File: config.mk
export PLATFORM = sky130hd
export DESIGN_NAME = compound_rr_forwarder
export DESIGN_NICKNAME = d
export VERILOG_FILES = /design/src/rtl/compound_rr_forwarder.sv
export SDC_FILE = /design/constraint.sdc
export NUM_CORES = 1
export LEC_CHECK = 0
export BUFFER_PORTS_ARGS = -buffer_cell sky130_fd_sc_hd__buf_2
export CORE_MARGIN = 2
export CORE_UTILIZATION = 59
export CTS_BUF_LIST = sky130_fd_sc_hd__clkbuf_8
export CTS_CLUSTER_SIZE = 12
export DETAILED_ROUTE_END_ITERATION = 8
export PLACE_DENSITY = 0.85
export RECOVER_POWER = 100
export SLEW_MARGIN = 20
export SYNTH_ARGS = -nofsm -noshare
export SYNTH_HDL_FRONTEND = slang
export SYNTH_SLANG_ARGS = --single-unit
File: constraint.sdc
create_clock -name clk -period 10.1 [get_ports clk]
set_input_delay 2.02 -clock clk [delete_from_list [all_inputs] [get_ports clk]]
set_output_delay 2.02 -clock clk [all_outputs]
set_load 0.05 [all_outputs]
File: src/rtl/compound_rr_forwarder.sv
// Round-robin merge of N_CH compound-message producers into one FIFO-buffered sync/notify output.
// Optional delivered-message counter enabled by defining COMPOUND_FWD_CNT_EN.
module compound_rr_forwarder #(
  parameter int N_CH  = 4,
  parameter int X_W   = 32,
  parameter int DEPTH = 4,
  localparam int CH_W = $clog2(N_CH)
) (
  input  logic                  clk,
  input  logic                  rst,
  input  logic [N_CH-1:0]       in_mode,
  input  logic [N_CH*X_W-1:0]   in_x,
  input  logic [N_CH-1:0]       in_y,
  input  logic [N_CH-1:0]       in_sync,
  output logic [N_CH-1:0]       in_notify,
  input  logic [N_CH-1:0]       ch_en,
  input  logic                  flush,
  output logic                  out_mode,
  output logic [X_W-1:0]        out_x,
  output logic                  out_y,
  output logic [CH_W-1:0]       out_ch,
  input  logic                  out_sync,
  output logic                  out_notify,
  output logic                  busy,
  output logic [15:0]           msg_cnt
);
  localparam int PTR_W = $clog2(DEPTH);
  localparam int CNT_W = PTR_W + 1;
  localparam logic [CNT_W-1:0] FULL = CNT_W'(DEPTH);

  // Handshake: a transfer happens on a channel only in a cycle where both its
  // sync (producer/consumer side) and notify (block side) are high.
  typedef enum logic {SEC_RUN = 1'b0, SEC_FLUSH = 1'b1} section_t;

  typedef struct packed {
    logic [CH_W-1:0] ch;
    logic            mode;
    logic [X_W-1:0]  x;
    logic            y;
  } entry_t;

  section_t          section;
  entry_t            mem [DEPTH];
  entry_t            head;
  entry_t            head_next;
  entry_t            push_e;
  logic [PTR_W-1:0]  wr_ptr;
  logic [PTR_W-1:0]  rd_ptr;
  logic [PTR_W-1:0]  rd_next;
  logic [CNT_W-1:0]  count;
  logic [CNT_W-1:0]  count_next;
  logic [CH_W-1:0]   rr_ptr;
  logic [CH_W-1:0]   grant_id;
  logic [CH_W-1:0]   idx;
  logic [N_CH-1:0]   grant;
  logic              found;
  logic              push;
  logic              pop;

  // Rotating-priority search starting at rr_ptr; full FIFO blocks grants even if a pop is pending.
  always_comb begin
    grant    = '0;
    grant_id = '0;
    found    = 1'b0;
    idx      = '0;
    if (!rst && section == SEC_RUN && count < FULL) begin
      for (int k = 0; k < N_CH; k++) begin
        idx = CH_W'((int'(rr_ptr) + k) % N_CH);
        if (!found && in_sync[idx] && ch_en[idx]) begin
          grant[idx] = 1'b1;
          grant_id   = idx;
          found      = 1'b1;
        end
      end
    end
  end

  assign in_notify = grant;
  assign push      = |(grant & in_sync);
  assign pop       = out_sync && out_notify;

  always_comb begin
    push_e.ch   = grant_id;
    push_e.mode = in_mode[grant_id];
    push_e.x    = in_x[int'(grant_id)*X_W +: X_W];
    push_e.y    = in_y[grant_id];
  end

  always_comb begin
    count_next = count;
    if (push && !pop)
      count_next = count + CNT_W'(1);
    else if (!push && pop)
      count_next = count - CNT_W'(1);
    rd_next = pop ? rd_ptr + PTR_W'(1) : rd_ptr;
    // An entry written this cycle into an otherwise empty FIFO becomes the next head.
    head_next = (push && wr_ptr == rd_next) ? push_e : mem[rd_next];
  end

  always_ff @(posedge clk) begin
    if (push)
      mem[wr_ptr] <= push_e;
  end

  always_ff @(posedge clk) begin
    if (rst) begin
      count      <= '0;
      wr_ptr     <= '0;
      rd_ptr     <= '0;
      rr_ptr     <= '0;
      section    <= SEC_RUN;
      out_notify <= 1'b0;
      head       <= '0;
    end else begin
      count      <= count_next;
      rd_ptr     <= rd_next;
      out_notify <= (count_next != '0);
      if (count_next != '0)
        head <= head_next;
      if (push) begin
        wr_ptr <= wr_ptr + PTR_W'(1);
        rr_ptr <= (int'(grant_id) == N_CH - 1) ? '0 : grant_id + CH_W'(1);
      end
      case (section)
        SEC_RUN:   if (flush) section <= SEC_FLUSH;
        SEC_FLUSH: if (count == '0 && !out_notify) section <= SEC_RUN;
        default:   section <= SEC_RUN;
      endcase
    end
  end

  assign out_mode = head.mode;
  assign out_x    = head.x;
  assign out_y    = head.y;
  assign out_ch   = head.ch;
  assign busy     = !rst && (count != '0 || section == SEC_FLUSH);

`ifdef COMPOUND_FWD_CNT_EN
  logic [15:0] cnt_q;
  always_ff @(posedge clk) begin
    if (rst)
      cnt_q <= '0;
    else if (pop)
      cnt_q <= cnt_q + 16'd1;
  end
  assign msg_cnt = cnt_q;
`else
  assign msg_cnt = '0;
`endif

endmodule

==> flow_metrics.tcl <==
set metrics [dict create \
    die_area_um2 17700 \
    synth_cell_types 52 \
    slew_violations 213 \
    clkSinkCount 191 \
    cp_num_buf_inv 3 \
    power.leakage_uw 0.00384 \
    required_ns 8.08 \
    root_buffer "clkbuf_8" \
    pwr-share-clk_pct 16.9 \
    grt_max_degree 68 \
    grt_first_pass_wirelength_mm 34.1 \
    crit_slowest_cell "clkbuf_1" \
    crit_path_start_kind "primary input" \
    cts_setup_buffers 0 \
    port_buffers 189 \
    worst_ir_drop_vdd_mv 0.179 \
    gr-total-overflow 0 \
    globalplace.congestion 0.853 \
    die_h_um 133 \
    wl_per_cell_um 20.5 \
    end_kind "primary output" \
    fin_ws_ns 2.84 \
    drc 0 \
    fp.dieW_um 133 \
    period_minus_slack_ns 7.26 \
    synth_ff_type "edfxtp_1" \
    via_per_inst 6.04 \
    syn_avg_cell_area_um2 14.4 \
    initial_core_util_pct 59.9 \
    period_share_pct 71.9 \
    reg2reg_from "rr_ptr[0]" \
    relSlewSlack_pct -118 \
    yosysWarnings 0 \
    switching_share_pct 41.7 \
    worstHoldEndpoint "section" \
    drive_above_1_share_pct 34.4 \
    violations "max-capacitance violations, max-slew violations" \
    insertedDiodeCount 0 \
    setup_viol 0 \
    worst_slew_pin_slew_ns 3.27 \
    regToRegSetupSlack_ns 4.44 \
    rsz0062_at_grt "no" \
    synth_top_cell_area_share_pct 44.0 \
    clkTransAtPathRegs_ns 0.10 \
    fill_cells 1163 \
    netlist_instances 681 \
    tns_ns 0 \
    ioPinCount 206 \
    ys_seq_area_share_pct 53.6 \
    crit_path_max_incr_delay_ns 2.28 \
    ant_nets 0 \
    cts_tree "done" \
    ff2ff_path_depth 7 \
    crit_chain "buf_2 -> clkbuf_1 -> or3_1 -> a21oi_1 -> clkbuf_1" \
    ys_top_cells_by_area "edfxtp_1 (44%), mux2i_1 (10%), dfxtp_1 (9.6%), mux4_2 (9.2%), a221oi_2 (4.4%)" \
    cp_top_family "buffers and inverters" \
    fin_skew_ns 0.0132 \
    first_iter_violations 602 \
    crit_cells 5 \
    rows 47 \
    ctsHoldBuffers 0 \
    worstReg2RegEnd "mem[0][21]" \
    fin_util_pct 67.9 \
    routed_wl_mm 22.1 \
    multiInputGateArea_um2 4190 \
    seqCellArea_um2 5270 \
    synth_edf_count 144 \
    vias 6525 \
    core-area_um2 16400 \
    pwr-share-seq_pct 36.1 \
    cts_buffers 17 \
    synth-async-reset-ratio_pct 0 \
    synth_top_cell_by_area "edfxtp_1" \
    cp_data_arrival_time_ns 5.24 \
    hold_violations 0 \
    hold_path_depth 2 \
    maxClockFrequency_mhz 138 \
    areaGrowthSynthToFinish_pct 13.3 \
    grt_pass1_vias 6681 \
    power.net_switching_uw 1210 \
    antenna_found_initial 0 \
    synth.ff_latch_count 191 \
    min-delay-path-class "reg2reg" \
    clk_latency_ns 0.47 \
    cts.path.max_buffers 2 \
    path_max_fanout 50 \
    maxCapViolCount 6 \
    status "complete, but fails checks" \
    htreeDepth 4 \
    crit_top_cell "clkbuf_1" \
    combPwrFrac_pct 47.0 \
    intPower_uw 1680 \
    ctsResizeCount 0 \
    crit_type "in2out" \
    grt_use_total_pct 24.9 \
    dr.pass1.iters 5 \
    preCtsSetupSlack_ns 4.21 \
    power_density_nw_per_um2 259 \
    nNetsFinal 1011 \
    syn_area_um2 9830 \
    dp_hpwl_mm 13.9 \
    place_area_um2 10800 \
    min_from "section" \
    final_area_um2 11100 \
]
-- worst max-delay path by stage --
| stage | from | end | slack, ns |
|---|---|---|---|
| finish | rst | in_notify[1] | 2.84 |
| detailed placement | in_sync[1] | in_notify[1] | 4.21 |
| floorplan | in_sync[1] | in_notify[0] | 4.24 |
| global placement | in_sync[1] | in_notify[3] | 4.31 |
| global route | rst | out_x[5] | 2.69 |
| CTS | in_sync[1] | in_notify[1] | 4.22 |
-- final cells by class --
cell class	instances	area share (%)
sequential	191	47.3
clock buffer	17	2.10
tap	220	2.47
timing repair buffer	198	8.96
multi-input combinational	434	37.6
inverter	6	0.202
clock inverter	15	1.37
-- power groups by stage --
stage	Clock [µW]	Sequential (µW)	Combinational (µW)
after floorplan	0	1220	930
after global placement	0	1050	1310
after detailed placement	0	1050	1350
after CTS	492	1040	1350
after global routing	519	1050	1450
final	488	1040	1360
-- metrics by stage --
stage	hold WS, ns	std cells	power, µW
after floorplan	0.486	696	2150
after global placement	0.499	1047	2350
after detailed placement	0.520	1047	2400
after CTS	0.538	1079	2880
after global routing	0.585	1081	3020
final	0.537	1081	2890
-- metal layers --
metal,vias to the layer above,track usage (%),part of all wire [%]
met3,38,4.67,7.0
met4,0,9.74,2.0
met1,3200,30.9,39
met2,305,43.5,52
li1,2982,-,-
met5,-,0,0
-- synth_stat cells (2+ instances only) --
cell / count
a222oi_1: 5
and3_1: 5
xor2_1: 2
nand2_2: 2
buf_6: 9
and2_1: 44
xnor2_1: 5
nor3_2: 30
o21ai_0: 4
a22o_1: 2
mux4_2: 40
a221oi_2: 29
dfxtp_1: 47
nand4_1: 2
buf_4: 24
nand2_1: 16
a22oi_1: 3
buf_2: 14
clkbuf_1: 15
a211oi_1: 3
nor2_1: 16
nor3_1: 47
edfxtp_1: 144
buf_1: 2
inv_1: 6
a221oi_1: 10
mux2i_1: 103
ha_1: 15
nand3_1: 4
a21oi_1: 11
-- tightest hold or removal path, cell delays in order (launching register included) --
cell,delay [ns]
dfxtp_1,0.35
nor2_1,0.11
nor3_1,0.04
-- kinds of logic after synthesis --
family / Yosys count / share of synthesized area (%)
fa+ha+maj: 15 / 1.91
xor+xnor: 9 / 0.955
flops: 191 / 53.6
simple gates: 172 / 10.7
buf+inv: 71 / 4.51
other cells: 1 / 0.0382
mux: 143 / 19.7
compound gates: 79 / 8.62
-- cells in the final DEF, fill, tap and decap left out, types with 5 or more instances in the layout --
master	count
a221oi_2	27
a221oi_1	12
nor3_1	47
nand2_1	16
dfxtp_1	47
clkbuf_1	43
buf_2	147
a21oi_1	11
clkbuf_8	17
ha_1	15
conb_1	16
edfxtp_1	144
and2_1	40
buf_4	6
a222oi_1	5
mux4_2	40
mux2i_1	103
inv_1	6
nor2_1	16
inv_6	5
nor3_2	30
-- state kept, by name (all words and copies together), names as in the netlist --
register / count
count: 3
mem: 144
out_ch: 2
out_mode: 1
out_notify: 1
out_x: 32
out_y: 1
rd_ptr: 2
rr_ptr: 2
section: 1
wr_ptr: 2
Power figures use the tool's default switching activity.
